### config.mk
export PLATFORM = sky130hd
export DESIGN_NAME = bcd_disp_scan
export DESIGN_NICKNAME = d
export VERILOG_FILES = /design/src/rtl/bcd_disp_scan.sv
export SDC_FILE = /design/constraint.sdc
export NUM_CORES = 1
export LEC_CHECK = 0
export ABC_AREA = 1
export CORE_MARGIN = 5
export CORE_UTILIZATION = 25
export DETAILED_ROUTE_END_ITERATION = 7
export MAX_ROUTING_LAYER = met4
export PLACE_DENSITY = 0.47
export SKIP_CTS_REPAIR_TIMING = 1
export SYNTH_ARGS = -nofsm -noshare
export SYNTH_HDL_FRONTEND = slang
export SYNTH_SLANG_ARGS = --single-unit
### constraint.sdc
create_clock -name clk -period 5.3 [get_ports clk]
set_input_delay 1.06 -clock clk [delete_from_list [all_inputs] [get_ports clk]]
set_output_delay 1.06 -clock clk [all_outputs]
set_load 0.01 [all_outputs]
### src/rtl/bcd_disp_scan.sv
// Three-digit multiplexed common-anode seven-segment driver for BCD input.
// Frame-synchronous commit, leading-zero blanking and per-slot dead time.
module bcd_disp_scan #(
  parameter int REFRESH_DIV = 50000,
  parameter int DEAD        = 500
) (
  input  logic       clk,
  input  logic       rst_n,
  input  logic [3:0] BCD_0,
  input  logic [3:0] BCD_1,
  input  logic [3:0] BCD_2,
  input  logic       load,
  input  logic       blank_lz,
  output logic [6:0] seg,
  output logic [2:0] an,
  output logic       frame
);

  localparam int            CW       = (REFRESH_DIV > 1) ? $clog2(REFRESH_DIV) : 1;
  localparam logic [CW-1:0] CNT_LAST = CW'(REFRESH_DIV - 1);
  localparam logic [CW-1:0] CNT_DEAD = CW'(DEAD);
  localparam logic [6:0]    SEG_OFF  = 7'b1111111;
  localparam logic [2:0]    AN_OFF   = 3'b111;

  typedef enum logic [0:0] {
    ST_GAP = 1'b0,
    ST_ON  = 1'b1
  } state_t;

  // Active-low segment pattern {g,f,e,d,c,b,a}; non-decimal codes show a dash.
  function automatic logic [6:0] seg7_decode(input logic [3:0] d);
    logic [6:0] s;
    case (d)
      4'd0:    s = 7'b1000000;
      4'd1:    s = 7'b1111001;
      4'd2:    s = 7'b0100100;
      4'd3:    s = 7'b0110000;
      4'd4:    s = 7'b0011001;
      4'd5:    s = 7'b0010010;
      4'd6:    s = 7'b0000010;
      4'd7:    s = 7'b1111000;
      4'd8:    s = 7'b0000000;
      4'd9:    s = 7'b0010000;
      default: s = 7'b0111111;
    endcase
    return s;
  endfunction

  logic [CW-1:0] cnt_r, cnt_nxt_s;
  logic [1:0]    idx_r, idx_nxt_s;
  logic [11:0]   hold_r, hold_nxt_s;
  logic [11:0]   disp_r, disp_nxt_s;
  state_t        state_r, state_nxt_s;
  logic [6:0]    seg_r, seg_nxt_s;
  logic [2:0]    an_r, an_nxt_s;
  logic          frame_r, frame_nxt_s;
  logic          cnt_wrap_s;
  logic          commit_s;
  logic [3:0]    digit_s;
  logic          blank_s;
  logic [2:0]    an_sel_s;
  logic          lz_d2_s;
  logic          lz_d1_s;

  assign seg   = seg_r;
  assign an    = an_r;
  assign frame = frame_r;

  // Slot counter, digit index and the holding/display data path.
  always_comb begin
    cnt_wrap_s = (cnt_r == CNT_LAST);
    if (cnt_wrap_s) begin
      cnt_nxt_s = '0;
    end else begin
      cnt_nxt_s = cnt_r + CW'(1);
    end
    idx_nxt_s = idx_r;
    if (cnt_wrap_s) begin
      if (idx_r == 2'd2) begin
        idx_nxt_s = 2'd0;
      end else begin
        idx_nxt_s = idx_r + 2'd1;
      end
    end else begin
      idx_nxt_s = idx_r;
    end
    // A load on the commit edge lands in holding only; display takes the old value.
    commit_s = cnt_wrap_s && (idx_r == 2'd2);
    if (commit_s) begin
      disp_nxt_s = hold_r;
    end else begin
      disp_nxt_s = disp_r;
    end
    if (load) begin
      hold_nxt_s = {BCD_2, BCD_1, BCD_0};
    end else begin
      hold_nxt_s = hold_r;
    end
  end

  // Per-slot GAP/ON state transitions.
  always_comb begin
    state_nxt_s = state_r;
    case (state_r)
      ST_GAP: begin
        if (cnt_nxt_s >= CNT_DEAD) begin
          state_nxt_s = ST_ON;
        end else begin
          state_nxt_s = ST_GAP;
        end
      end
      ST_ON: begin
        if (cnt_wrap_s && (CNT_DEAD != '0)) begin
          state_nxt_s = ST_GAP;
        end else begin
          state_nxt_s = ST_ON;
        end
      end
      default: state_nxt_s = ST_GAP;
    endcase
  end

  // Output decode computed from next-state values so outputs align with cnt/idx.
  always_comb begin
    lz_d2_s  = blank_lz && (disp_nxt_s[11:8] == 4'd0);
    lz_d1_s  = lz_d2_s && (disp_nxt_s[7:4] == 4'd0);
    digit_s  = 4'd0;
    blank_s  = 1'b1;
    an_sel_s = AN_OFF;
    case (idx_nxt_s)
      2'd0: begin
        digit_s  = disp_nxt_s[3:0];
        blank_s  = 1'b0;
        an_sel_s = 3'b110;
      end
      2'd1: begin
        digit_s  = disp_nxt_s[7:4];
        blank_s  = lz_d1_s;
        an_sel_s = 3'b101;
      end
      2'd2: begin
        digit_s  = disp_nxt_s[11:8];
        blank_s  = lz_d2_s;
        an_sel_s = 3'b011;
      end
      default: begin
        digit_s  = 4'd0;
        blank_s  = 1'b1;
        an_sel_s = AN_OFF;
      end
    endcase
    if (state_nxt_s == ST_ON) begin
      an_nxt_s = an_sel_s;
      if (blank_s) begin
        seg_nxt_s = SEG_OFF;
      end else begin
        seg_nxt_s = seg7_decode(digit_s);
      end
    end else begin
      an_nxt_s  = AN_OFF;
      seg_nxt_s = SEG_OFF;
    end
    frame_nxt_s = (cnt_nxt_s == '0) && (idx_nxt_s == 2'd0);
  end

  // State and output registers; reset abandons the scan and any pending value.
  always_ff @(posedge clk) begin
    if (!rst_n) begin
      cnt_r   <= '0;
      idx_r   <= 2'd0;
      hold_r  <= 12'd0;
      disp_r  <= 12'd0;
      state_r <= ST_GAP;
      seg_r   <= SEG_OFF;
      an_r    <= AN_OFF;
      frame_r <= 1'b0;
    end else begin
      cnt_r   <= cnt_nxt_s;
      idx_r   <= idx_nxt_s;
      hold_r  <= hold_nxt_s;
      disp_r  <= disp_nxt_s;
      state_r <= state_nxt_s;
      seg_r   <= seg_nxt_s;
      an_r    <= an_nxt_s;
      frame_r <= frame_nxt_s;
    end
  end

endmodule

---- After elaboration in Yosys (flattened, before gate mapping) ----
Memory sizes are Yosys's and may differ from the RTL's. A register that Yosys moved wholly into a read port is not among the register bits.
Index checks and enable logic that the tools add are counted.
word-level totals
  logic and storage cells ................. 38
  bits in writable memories ............... 0
  bits in read-only memories .............. 112
  input port bits ......................... 16
  bits in registers ....................... 47
  bits in latches ......................... 0
  memories kept ........................... 1
  output and inout bits ................... 11
memory list
  memory            words  width  read ports  clocked after memory_dff  write ports  RTL line  source
  (name not given)  16     7      1           1                         0            33        case (d)
operators by class
  eq/ne operators ......................... 4
  div/mod/pow operators ................... 0
  bitwise logic cells ..................... 3
  reduce and logical (&&, ||, !) cells .... 10
  add/subtract/negate cells ............... 2
  multiplexer cells ....................... 10
  $lt $le $gt $ge ......................... 1
  shifts and indexed selects .............. 0
  multiply operators ...................... 0
operator list
  cell                     number
  $add A16 B1 Y16 const B  1
  $eq A16 B16 Y1 const B   1
  $ge A16 B9 Y1 const B    1
  $logic_not A16 Y1        1
  $mux W16                 1
  $mux W12                 1
  $pmux W4 S3              1
  $pmux W3 S3              1
  $logic_not A4 Y1         2
  $eq A2 B2 Y1 const B     2
  $logic_and A1 B1 Y1      4
  $mux W2                  2
  $not A1 Y1               3
  $pmux W1 S3              1
  $reduce_or A3 Y1         1
  $add A2 B1 Y2 const B    1
  $eq A2 B1 Y1 const B     1
  $logic_not A2 Y1         1
  $mux W1                  2
  $pmux W1 S2              1
  $reduce_and A2 Y1        1

---- Logic depth before layout (Yosys ltp) ----
  depth in word-level cells ............... 8
  depth in mapped cells ................... 19
  mapped depth without buffers ............ 19

---- Worst setup path after synthesis ----
Ideal clock, no wire load.
  kind .................................... reg-to-reg
  start point ............................. register cnt_r[0]
  end point ............................... register seg_r[5], in the netlist seg[5]
  library setup time ...................... 126 ps
  stages on the path, launching flop included .. 18
  path buffers ............................ 2
  clock period less this slack ............ 2,188 ps
  setup slack ............................. 3,112 ps
  data arrival time ....................... 2,062 ps
  required time ........................... 5,174 ps
  path through ............................ dfxtp_1 > ha_1 > nand3_2 > nor2_4 > buf_6 > nand3_4 > buf_6 > nand2_2 > nand2_1 > nand2_1 > nand2_1 > nor2_4 > inv_1 > ha_1 > nand2_1 > nand2_1 > nand2_1 > nand3_1
on the way
  cells in the longest elaborated chain, start to end .. 8
  elaborated cells on any way between the ends .. 21
  classes of those cells .................. add/sub (1); order compare (1); eq/ne (3); mux (8); bitwise (1); reduce/logical (7)
ends and longest elaborated chain
  item                                                     RTL line  source
  start: declaration                                       49        logic [CW-1:0] cnt_r, cnt_nxt_s;
  start signal: assignment                                 178       cnt_r <= cnt_nxt_s;
  branches (longest 8 deep; another with $add A16 B1 Y16)  --
  end: declaration                                         54        logic [6:0] seg_r, seg_nxt_s;
Several ways; the timed one is not identified.
A chain may end at the register's enable or synchronous reset.

---- Worst setup path in the final report ----
  start point ............................. register cnt_r[8]
  end point ............................... register seg_r[3], in the netlist seg[3]
The elaborated chain is that of the path after synthesis.

==> impl_results.md <==
- Status: complete, no violations
- Distinct cells, synth: 28
- Worst min path class: register to register
- Ant. Diodes: 0
- Syn nets: 421
- CP Capture Type: register
- Post-Syn Area: 2735 µm²
- Fraction of layout cells with a size suffix above 1: 0.09434
- Worst-Margin Slew: 0.9797 ns
- Crit Path Max Fanout: 11
- Root buffer cell: clkbuf_8
- Max Cap Viol: 0
- Vias in the first global route: 2,462
- Static power due to leakage: 0.001410 µW
- Synth top area cells: dfxtp_1 (40%), nand2_1 (13%), nor2_1 (9.6%)
- Cell type with the largest total area after synthesis: dfxtp_1
- Post-Route WL: 6328 µm
- Skew-Pair Late Insertion Delay: 0.31 ns
- Sw frac: 0.2191
- Hold_sp: hold_r[0]$_SDFFE_PN0P_
- Global Route Usage Sum: 0.1056
- I/O Buffers: 26
- R2R Path End: seg[3]$_SDFF_PP1_
- Global-route wire length before repair: 11,150 µm
- Post-layout min period: 2.746 ns
- Clock Skews: 0.008466 ns
- CTS tree: yes
- WHS Path Cells: 2
- Total design power: 734.2 µW
- DRT iter0 DRCs: 82
- Fmax: 364.2 MHz
- Detailed Place HPWL: 4980 µm
- Crit Path Class: register to register
- WL/cell: 11.22 µm
- Finish-stage setup viols: 0
- Die height: 114.6 µm
- Worst r2r path cells: 15
- Pwr Density: 227.7 nW/µm²
- Seq/Total Area, Yosys: 0.3952
- Vias per inst: 4.351
- Critical path launch point: cnt_r[8]$_SDFF_PN0_
- CTS max path bufs: 2
- CTS H-tree lvls: 2
- RSZ-0062 raised after global routing: no
- Die ar.: 13,130 µm²
- Critical path arrival: 2.94 ns
- Final Hold Viols: 0
- Relative slew slack: 0.3461
- CTS clk-pin slew, worst paths: 0.10 ns
- Filler cells: 1,183
- I/O Pins: 27
- Post-Synthesis Cells: 399
- Final Cycle Share: 0.5180
- Starting Density: 0.2534
- Gate power share: 0.050
- Detail Route Antenna Nets: 0
- Mean post-synth cell area: 6.855 µm²
- Drt drc: 0
- Sw power: 160.9 µW
- Largest net degree at the start of global routing: 32
- Worst hold endpoint: hold_r[0]$_SDFFE_PN0P_
- Data required, critical path: 5.49 ns
- Worst VDD drop: 0.1215 mV
- R2R Setup Slk: 2.55 ns
- Drt first pass iters: 4
- Nets: 445
- Initial antenna violation count: 0
- Row count: 38
- Routability cong.: 0.8457
- Global route overflow: 0
- Final core utilization: 0.2987
- Clock sinks: 54
- Die width: 114.6 µm
- Post-synth top area share: 0.3952
- R2R Path Start: cnt_r[8]$_SDFF_PN0_
- Sequential Power Share: 0.571
- Slew Viols, Final: 0
- Worst setup SP type: register
- Yosys warning count: 0
- Core Region: 10,790 µm²
- Num CTS Buffers: 5
- Clock power frac: 0.379
- Final setup TNS: 0 ns
- P_int: 573.4 µW
- Area Overhead vs Synth: 17.89%
- Via count: 2,454
- #FFs+latches synth: 54
## cell type report
cell class	count	area (µm²)	area share
multi-input cells	286	1410	0.4373
clock buffers	6	72.57	0.02251
well taps	140	175.2	0.05433
flip-flops and latches	54	1081	0.3353
inverters	50	187.7	0.05821
repair buffers	26	260.3	0.08071
clock inverters	2	37.54	0.01164
## cells in the final DEF, fill, tap and decap left out, types with 3 or more instances in the layout
cell and instances:
clkdlybuf4s50_1 26, dfxtp_1 54, inv_2 8, nand3_2 4, nor2_2 4, clkbuf_8 5, o21ai_1 4, a21oi_1 9
o21bai_1 3, inv_1 42, nand4_1 13, nand2_1 96, nor2_4 6, ha_1 6, nand3_1 31, nor2_1 70
o21ai_0 15, xor2_1 3, nand2_2 8, nor3_1 7
## critical path, stage by stage, from the launching register on
cell     delay [ns]
dfxtp_1        0.42
nand2_2        0.10
inv_2          0.08
nand2_1        0.06
nor2_2         0.43
nand2_2        0.24
nand2_1        0.13
nand2_2        0.13
nor2_4         0.21
nand2_1        0.10
nand3_2        0.12
inv_1          0.08
ha_1           0.28
nand2_1        0.07
nand3_1        0.09
nand3_1        0.08
## state kept, by name, indices dropped and copies added (netlist names)
register	flops
cnt_r	16
disp_r	12
hold_r	12
seg	7
an	3
idx_r	2
frame	1
state_r	1
## cell usage after synthesis
cell type  instances
nand3_2            4
o21ai_2            1
xor2_1             3
ha_1               6
xnor2_1            1
nand4_1           13
nand3_1           31
inv_1             42
nand3b_1           1
o21ai_1            4
nor3_1             7
buf_6              3
dfxtp_1           54
nand2_4            1
nand2_2            8
o21bai_1           3
inv_2              8
nand3_4            1
nor2_1            70
a21oi_1            9
nor2_2             4
buf_1              1
clkbuf_1           5
o211ai_1           1
nand2_1           96
o31ai_1            1
nor2_4             6
o21ai_0           15
## stage by stage
stage	worst slack [ns]	instances	hold WS (ns)	area, µm²
after global placement	2.340	556	0.4533	3114
after detailed placement	2.322	556	0.4616	3114
after global routing	2.229	564	0.4930	3224
after floorplan	3.112	399	0.4323	2735
final	2.554	564	0.4704	3224
after CTS	2.519	564	0.4755	3224
## power groups by stage
stage          Clock (µW)  Combinational (µW)  Sequential (µW)
2_1_floorplan           0                20.3              427
3_3_place_gp            0                37.0              429
3_5_place_dp            0                37.2              429
4_1_cts               288                37.4              419
5_1_grt               302                42.2              421
6_report              278                36.8              419
## cell families after synthesis
family / Yosys count / share of synthesized area
compound gates: 34 / 0.06816
xor+xnor: 4 / 0.01281
buf+inv: 59 / 0.08920
flops: 54 / 0.3952
fa+ha+maj: 6 / 0.02745
simple gates: 242 / 0.4071
## worst max-delay path by stage
stage	to	cells after the start	slack, ns
after floorplan	seg[5]$_SDFF_PP1_	17	3.11
after global placement	frame$_SDFF_PN0_	5	2.34
after detailed placement	frame$_SDFF_PN0_	5	2.32
after CTS	seg[3]$_SDFF_PP1_	15	2.52
after global routing	seg[4]$_SDFF_PP1_	18	2.23
final	seg[3]$_SDFF_PP1_	15	2.55
## metal layers
| layer | share of wire | wire length, µm | vias to the layer above | track usage |
|---|---|---|---|---|
| li1 | - | - | 1307 | - |
| met1 | 0.48 | 3068 | 1103 | 0.1312 |
| met2 | 0.47 | 2997 | 37 | 0.1754 |
| met3 | 0.025 | 156 | 7 | 0.01744 |
| met4 | 0.017 | 106 | 0 | 0.03246 |
| met5 | 0 | 0 | - | - |
(Power assumes the default switching activity.)
